## config.mk

```make
export PLATFORM = sky130hd
export DESIGN_NAME = assertion_seq_channel
export DESIGN_NICKNAME = d
export VERILOG_FILES = /design/src/rtl/assertion_seq_checker_pkg.sv /design/src/rtl/assertion_seq_checker_channel.sv
export SDC_FILE = /design/constraint.sdc
export NUM_CORES = 1
export LEC_CHECK = 0
export ABC_AREA = 1
export BUFFER_PORTS_ARGS = -buffer_cell sky130_fd_sc_hd__buf_4
export CAP_MARGIN = 20
export CORE_UTILIZATION = 40
export CTS_CLUSTER_DIAMETER = 50
export DETAILED_ROUTE_END_ITERATION = 16
export SYNTH_ARGS = -nofsm -noshare
export SYNTH_HDL_FRONTEND = slang
export SYNTH_SLANG_ARGS = --single-unit
```

## constraint.sdc

```tcl
create_clock -name clk -period 2.5 [get_ports clk]
set_input_delay 0.375 -clock clk [delete_from_list [all_inputs] [get_ports clk]]
set_output_delay 0.375 -clock clk [all_outputs]
set_load 0.005 [all_outputs]
```

## src/rtl/assertion_seq_checker_pkg.sv

```systemverilog
// Shared constants for the temporal assertion stage: mode encodings, default
// window depth, counter width and the window-counter width helper.
package assertion_pkg;

    localparam logic [1:0] MODE_NEXT   = 2'd0;
    localparam logic [1:0] MODE_WITHIN = 2'd1;
    localparam logic [1:0] MODE_HOLD   = 2'd2;
    localparam logic [1:0] MODE_RSVD   = 2'd3;

    localparam int DEFAULT_MAX_CKS = 7;
    localparam int CNT_W           = 8;

    function automatic int ck_width(input int max_cks);
        return $clog2(max_cks + 1);
    endfunction

endpackage

```

## src/rtl/assertion_seq_checker_channel.sv

```systemverilog
// One assertion channel: frozen config, validity check, NEXT/WITHIN/HOLD
// window logic, sticky flag and (with ASSERT_VIOL_COUNT_EN) a saturating counter.
module assertion_seq_channel
    import assertion_pkg::*;
#(
    parameter int MAX_CKS = DEFAULT_MAX_CKS,
    parameter int CK_W    = ck_width(MAX_CKS)
) (
    input  logic             clk,
    input  logic             rst,
    input  logic             enable,
    input  logic             clear,
    input  logic             trig,
    input  logic             cond,
    input  logic [CK_W-1:0]  num_cks,
    input  logic [1:0]       select,
    input  logic             res_sel,
    output logic             config_invalid,
    output logic             violated
`ifdef ASSERT_VIOL_COUNT_EN
    ,
    output logic [CNT_W-1:0] viol_count
`endif
);

    logic [CK_W-1:0]    cks_q, cks_d;
    logic [1:0]         sel_q, sel_d;
    logic               inv_q, inv_d;
    logic               invalid_q, invalid_d;
    logic [MAX_CKS-1:0] hist_q, hist_d;
    logic               armed_q, armed_d;
    logic [CK_W-1:0]    cnt_q, cnt_d;
    logic               flag_q, flag_d;

    logic               cfg_bad;
    logic               active;
    logic               ce;
    logic               due;
    logic               viol;
    logic               armed_eff;
    logic [CK_W-1:0]    cnt_eff;
    logic [MAX_CKS:0]   pend;

    always_comb begin
        // NOTE: every combinational output gets a default first so no path can infer a latch.
        cks_d     = enable ? cks_q : num_cks;
        sel_d     = enable ? sel_q : select;
        inv_d     = enable ? inv_q : res_sel;

        cfg_bad   = (sel_q == MODE_RSVD) || (int'(cks_q) > MAX_CKS);
        invalid_d = cfg_bad;
        active    = enable && !cfg_bad;
        ce        = cond ^ inv_q;

        // pend[k] is a trigger seen k cycles ago, bit 0 being this cycle
        pend = {hist_q, trig};
        due  = 1'b0;
        for (int k = 0; k <= MAX_CKS; k++) begin
            if (int'(cks_q) == k) due = pend[k];
        end

        hist_d    = '0;
        armed_d   = 1'b0;
        cnt_d     = '0;
        viol      = 1'b0;
        armed_eff = armed_q;
        cnt_eff   = cnt_q;

        if (active) begin
            case (sel_q)
                MODE_NEXT: begin
                    hist_d = pend[MAX_CKS-1:0];
                    viol   = due && !ce;
                end
                MODE_WITHIN: begin
                    if (!armed_q && trig) begin
                        armed_eff = 1'b1;
                        cnt_eff   = cks_q;
                    end
                    if (armed_eff && !ce) begin
                        if (cnt_eff == '0) begin
                            viol = 1'b1;
                        end else begin
                            armed_d = 1'b1;
                            cnt_d   = cnt_eff - CK_W'(1);
                        end
                    end
                end
                MODE_HOLD: begin
                    if (trig) begin
                        armed_eff = 1'b1;
                        cnt_eff   = cks_q;
                    end
                    if (armed_eff) begin
                        if (!ce) begin
                            viol = 1'b1;
                        end else if (cnt_eff != '0) begin
                            armed_d = 1'b1;
                            cnt_d   = cnt_eff - CK_W'(1);
                        end
                    end
                end
                default: ;
            endcase
        end

        // a violation in the clear cycle wins, so the flag stays set
        flag_d = (flag_q && !clear) || viol;
    end

    always_ff @(posedge clk or negedge rst) begin
        if (!rst) begin
            cks_q     <= '0;
            sel_q     <= MODE_NEXT;
            inv_q     <= 1'b0;
            invalid_q <= 1'b0;
            hist_q    <= '0;
            armed_q   <= 1'b0;
            cnt_q     <= '0;
            flag_q    <= 1'b0;
        end else begin
            // NOTE: state flops use non-blocking assignments so all of them update from pre-edge values.
            cks_q     <= cks_d;
            sel_q     <= sel_d;
            inv_q     <= inv_d;
            invalid_q <= invalid_d;
            hist_q    <= hist_d;
            armed_q   <= armed_d;
            cnt_q     <= cnt_d;
            flag_q    <= flag_d;
        end
    end

    assign config_invalid = invalid_q;
    assign violated       = flag_q;

`ifdef ASSERT_VIOL_COUNT_EN
    logic [CNT_W-1:0] vcnt_q, vcnt_d;

    always_comb begin
        vcnt_d = clear ? '0 : vcnt_q;
        if (viol && (vcnt_d != '1)) vcnt_d = vcnt_d + CNT_W'(1);
    end

    always_ff @(posedge clk or negedge rst) begin
        if (!rst) vcnt_q <= '0;
        else      vcnt_q <= vcnt_d;
    end

    assign viol_count = vcnt_q;
`endif

endmodule

```

=== Yosys cells after proc, flatten, opt, wreduce, memory -nomap -nowiden ===
Index checks and enable logic that the tools add are counted.

* Output and inout bits: 2
* Input port bits: 12
* Bits in registers: 19

* Reduce and logical (&&, ||, !) cells: 14
* Equality and inequality tests: 10
* Bitwise gates (word level): 1
* Muxes and demuxes: 42
* $add $sub $neg: 2

{| class="wikitable"
|+ Operator list
! operator !! number
|-
| $mux 3 || 12
|-
| $mux 1 || 25
|-
| $mux 7 || 2
|-
| $eq 3x3->1 const B || 4
|-
| $eq 3x2->1 const B || 2
|-
| $logic_not 3->1 || 2
|-
| $pmux 3 s2 || 1
|-
| $sub 3x1->3 const B || 2
|-
| $logic_and 1x1->1 || 5
|-
| $eq 2x2->1 const B || 2
|-
| $logic_not 1->1 || 4
|-
| $eq 3x1->1 const B || 1
|-
| $pmux 1 s3 || 1
|-
| $reduce_bool 3->1 || 1
|-
| $eq 2x1->1 const B || 1
|-
| $logic_not 2->1 || 1
|-
| $pmux 1 s2 || 1
|-
| $logic_or 1x1->1 || 1
|-
| $xor 1x1->1 || 1
|}

=== Longest topological paths before layout ===
* Depth in word-level cells: 13
* Mapped depth: 13
* Mapped depth without buffers: 13

=== Worst setup path after synthesis ===
No wires, ideal clock.

* Kind: register to register
* From: register armed_q
* To: register flag_q (netlist: violated)
* Path slack: 1.112 ns
* Required time: 2.384 ns
* Arrival time: 1.272 ns
* Stages on the path, launching flop included: 14
* Buffers on the path: 0
* Path through: dfrtp_1 inv_1 nand2_1 nand2_1 nand2_2 nand2_2 inv_1 ha_1 nand3_1 nand2_1 inv_1 nand2_1 nand2_1 nand2_1

* Word-level cells in the longest chain between the ends: 11

{| class="wikitable"
|+ Ends and longest elaborated chain
! what !! line !! text
|-
| start, declared || assertion_seq_checker_channel.sv:31 || <nowiki>logic armed_q, armed_d;</nowiki>
|-
| start signal, assigned || assertion_seq_checker_channel.sv:128 || <nowiki>armed_q <= armed_d;</nowiki>
|-
| $logic_not 1->1 || assertion_seq_checker_channel.sv:76 || <nowiki>if (!armed_q && trig) begin</nowiki>
|-
| $logic_and 1x1->1 || assertion_seq_checker_channel.sv:76 ||
|-
| $mux 3 || assertion_seq_checker_channel.sv:76 ||
|-
| $mux 3 || assertion_seq_checker_channel.sv:70 || <nowiki>case (sel_q)</nowiki>
|-
| $mux 3 || assertion_seq_checker_channel.sv:69 || <nowiki>if (active) begin</nowiki>
|-
| $logic_not 3->1 || assertion_seq_checker_channel.sv:81 || <nowiki>if (cnt_eff == '0) begin</nowiki>
|-
| $mux 1 || assertion_seq_checker_channel.sv:81 ||
|-
| $mux 1 || assertion_seq_checker_channel.sv:80 || <nowiki>if (armed_eff && !ce) begin</nowiki>
|-
| $pmux 1 s3 * || assertion_seq_checker_channel.sv:70 ||
|-
| $mux 1 * || assertion_seq_checker_channel.sv:69 ||
|-
| $logic_or 1x1->1 * || assertion_seq_checker_channel.sv:108 || <nowiki>flag_d = (flag_q && !clear) || viol;</nowiki>
|-
| named net flag_d || assertion_seq_checker_channel.sv:33 || <nowiki>logic flag_q, flag_d;</nowiki>
|-
| end signal, assigned || assertion_seq_checker_channel.sv:130 || <nowiki>flag_q <= flag_d;</nowiki>
|-
| end, declared || assertion_seq_checker_channel.sv:33 ||
|}

The timed path passes the listed nets; every way through them passes the cells marked *. The select of a mux whose other input is x is not followed.
A chain may end at the register's enable or synchronous reset.

=== Worst setup path in the final report ===
* From: register cks_q[1]
* To: register flag_q (netlist: violated)

* Word-level cells in the longest chain between the ends: 13

{| class="wikitable"
|+ Ends and longest elaborated chain
! what !! line !! text
|-
| start, declared || assertion_seq_checker_channel.sv:26 || <nowiki>logic [CK_W-1:0] cks_q, cks_d;</nowiki>
|-
| start signal, assigned || assertion_seq_checker_channel.sv:123 || <nowiki>cks_q <= cks_d;</nowiki>
|-
| $logic_not 3->1 || assertion_seq_checker_channel.sv:59 || <nowiki>if (int'(cks_q) == k) due = pend[k];</nowiki>
|-
| $mux 1 (8 in series) || assertion_seq_checker_channel.sv:59 ||
|-
| $logic_and 1x1->1 || assertion_seq_checker_channel.sv:73 || <nowiki>viol = due && !ce;</nowiki>
|-
| $pmux 1 s3 * || assertion_seq_checker_channel.sv:70 ||
|-
| $mux 1 * || assertion_seq_checker_channel.sv:69 ||
|-
| $logic_or 1x1->1 * || assertion_seq_checker_channel.sv:108 ||
|-
| named net flag_d || assertion_seq_checker_channel.sv:33 ||
|}

Marks and branches as above.

==> summary.md <==
| Metric | Value |
|---|---|
| Outcome | finished, final reports clean |
| Syn-to-layout area delta | 13.86% |
| Placed cell count | about 200 |
| CP max stage delay | 0.47 ns |
| Required time of the critical path | approximately 2.7 ns |
| NumNets Final | 195 |
| Initial Util | 0.4391 |
| GR Layer Usage met2 | 0.2651 |
| Critical path's most frequent cell | nand2_1 |
| DR vias/cell | between 4 and 5 |
| Worst r2r path cells | 12 |
| Grt ovf | 0 |
| Worst R2R Start | cks_q[1]$_DFFE_PN0N_ |
| H-Tree Level Count | 1 |
| Reg-to-reg endpoint | violated$_DFF_PN0_ |
| R2R Setup Slk | roughly 0.91 ns |
| M1 GR Usage | 0.2024 |
| Largest family of logic cells by synthesized area | simple AND/OR/NAND/NOR gates |
| Max clock buf depth | 2 |
| Most common cell after layout, fill and taps aside | nand2_1 |
| Initial DRT Pass Iterations | 4 |
| Die outline width | roughly 55 um |
| Post-DR wirelength/cell | approximately 11 um |
| IO Count | 14 |
| Switch Pwr | ~0.19 mW |
| Xor/xnor share of the synthesized area | 0.01540 |
| Pins Over Slew Limit | 0 |
| Row cnt | 18 |
| Die ar. | 0.003061 mm^2 |
| Skew-Pair Late Insertion Delay | ~0.3 ns |
| Most frequent cells in the layout | 57 x nand2_1, 28 x inv_1, 19 x dfrtp_1, 13 x buf_4, 12 x nor2_1 |
| GRT met3 Usage | 0.04450 |
| CP arrival | 1.79 ns |
| Internal power | approximately 0.43 mW |
| Largest net degree at the start of global routing | 20 |
| Core area | between 0.002 and 0.003 mm^2 |
| Clk sinks | 19 |
| Vias | approximately 970 |
| Final setup fails | 0 |
| First-pass GRT wire length | 3857 um |
| GRT Util Overall | 0.1578 |
| GPL Wtd Cong | approximately 0.85 |
| Die extent in y | around 55 um |
| Cells after Synth | ~160 |
| Startpoint types | flop |
| Wirelength, routed | 2208 um |
| Ys Warns | 0 |
| Worst setup EP type | flop |
| CTS hold repair buffers | 1 |
| Most Used Layer, Global Route | met2 |
| Final worst path period share | 0.6357 |
| Total negative slack | 0 ns |
| Final ANT Viol Nets | 0 |
| DP HPWL | 1707 um |
| Per-instance average area after synthesis | 7.198 um^2 |
| Final hold slack | between 0.2 and 0.3 ns |
| DRC viols | 0 |
| Layout cells sized above 1 | 0.1379 |
| Post-synthesis sequential area ratio | 0.4180 |
| Hold Path Sink | cks_q[0]$_DFFE_PN0N_ |
| Clk pwr share | 0.263 |
| Vias in the first global route | about 900 |
| Post-synthesis compound-gate area fraction | 0.06381 |
| Flop pwr share | 0.534 |
| CTS Buf Count | 3 |
| Achievable frequency | approximately 0.63 GHz |
| CTS tree | built |
| Hold Path Class | in -> reg |
| HP Start | num_cks[0] |
| Worst hold path cell count | 3 |
| Final non-filler cell total | 204 |
| Post-Synth Adder-Cell Area | 0.08801 |
| Crit path buf inv count | 3 |
| Util after Layout | 0.5000 |
| Net Count, Synth | between 150 and 200 |
| Cell at the slowest stage of the critical path | dfrtp_1 |
| Initial drt markers | 30 |
| Crit path kind | reg -> reg |
| CP top delay family | simple AND/OR/NAND/NOR gates |
| Cells along the critical path | inv_1 -> nand2_1 -> nand2_1 -> nand2_2 -> inv_1 -> ha_1 -> nand3_1 -> nand2_1 -> inv_1 -> nand2_1 -> nand2_1 -> nand2_1 |
| Multiplexer share of the synthesized area | 0 |
| P per Cell Area | 481.6 mW/mm^2 |
| Max-cap viol count | 0 |
| Worst-margin pin slew | approximately 0.3 ns |
| Unrepaired setup endpoints after global routing | false |
| Comb pwr share | 0.204 |
| Leak Pwr | roughly 0.70 nW |
| Switching share of power | 0.3098 |
| Resized cells post-CTS | 0 |
| IO Port Bufs | 13 |
| Worst Skew | 0.008749 ns |
| Post-layout min period | about 1.6 ns |
| Filler Cell Count | 263 |
| Worst-path clk slew | approximately 0.12 ns |
| Diode count | 0 |
| Worst slew margin | 0.7934 |
| Initial antenna violation count | 0 |
| Root Buffer | clkbuf_4 |
| Crit path max fanout | 7 |
| Post CTS Setup Buffer Count | 0 |
| Final hold viol count | 0 |
| Synthesized flop and latch total | 19 |
| Mapped cell area | ~0.0011 mm^2 |
| Synth Area in Simple Gates | 0.3091 |
| Yosys cell types | 17 |
| Peak supply drop | approximately 0.35 mV |
## per-stage QoR
step	power [mW]	setup slack, ns	area, um^2
6_report	0.6237	0.9107	1295
5_1_grt	0.6580	0.7620	1295
4_1_cts	0.6291	0.9294	1295
3_5_place_dp	0.4658	0.8354	1257
3_3_place_gp	0.4639	0.9001	1257
2_1_floorplan	0.4203	1.112	1137
## cell families (layout without fill, tap and decap cells)
logic type / Yosys count / count (layout)
and+or+nand+nor: 86 / 86
buffers and inverters: 30 / 46
DFF: 19 / 19
AOI/OAI and AO/OA: 13 / 13
adders and majority gates: 8 / 8
xor gates and xnor gates: 2 / 2
## cell usage after synthesis (all sizes together)
library cell / n / area share
a21oi: 3 / 0.013
buf: 1 / 0.0099
clkbuf: 1 / 0.0033
dfrtp: 19 / 0.42
ha: 8 / 0.088
inv: 28 / 0.092
nand2: 59 / 0.20
nand3: 11 / 0.048
nor2: 16 / 0.062
o21a: 1 / 0.0066
o21ai: 8 / 0.035
o21ba: 1 / 0.0088
xnor2: 1 / 0.0077
xor2: 1 / 0.0077
## sequential cells by signal, summed over array words and instances, names as in the netlist
signal	flops
hist_q	7
armed_q	1
cks_q	3
config_invalid	1
inv_q	1
sel_q	2
violated	1
cnt_q	3
## power by group through the flow
stage | clock network [mW] | logic, mW | registers (mW)
2_1_floorplan | 0 | 0.0834 | 0.337
3_3_place_gp | 0 | 0.125 | 0.339
3_5_place_dp | 0 | 0.127 | 0.339
4_1_cts | 0.167 | 0.129 | 0.333
5_1_grt | 0.176 | 0.147 | 0.336
6_report | 0.164 | 0.127 | 0.333
## layer usage
metal | routed length, um | vias to the layer above
met2 | 1042 | 19
met5 | 0 | -
met1 | 1055 | 446
met4 | 15 | 0
li1 | - | 502
met3 | 95 | 2
## worst max-delay path by stage
stage | startpoint | to | depth (start not counted)
2_1_floorplan | armed_q$_DFF_PN0_ | violated$_DFF_PN0_ | 13
3_3_place_gp | trig | cnt_q[0]$_DFF_PN0_ | 7
3_5_place_dp | trig | violated$_DFF_PN0_ | 14
4_1_cts | armed_q$_DFF_PN0_ | violated$_DFF_PN0_ | 13
5_1_grt | cks_q[1]$_DFFE_PN0N_ | violated$_DFF_PN0_ | 12
6_report | cks_q[1]$_DFFE_PN0N_ | violated$_DFF_PN0_ | 12
## cell type report
cell class              instances  area [um^2]  share of cell area
multi-input cells             109        541.8              0.4184
flip-flops and latches         19        475.5              0.3672
repair buffers                 14        107.6             0.08309
inverters                      28        105.1             0.08116
well taps                      30        37.54             0.02899
clock buffers                   3        22.52             0.01739
clock inverters                 1        5.005            0.003865
## tightest hold or removal path, stage by stage
cell and delay (ns):
buf_4 0.08, nand2_1 0.04, o21ai_0 0.06
(Power assumes the default switching activity.)
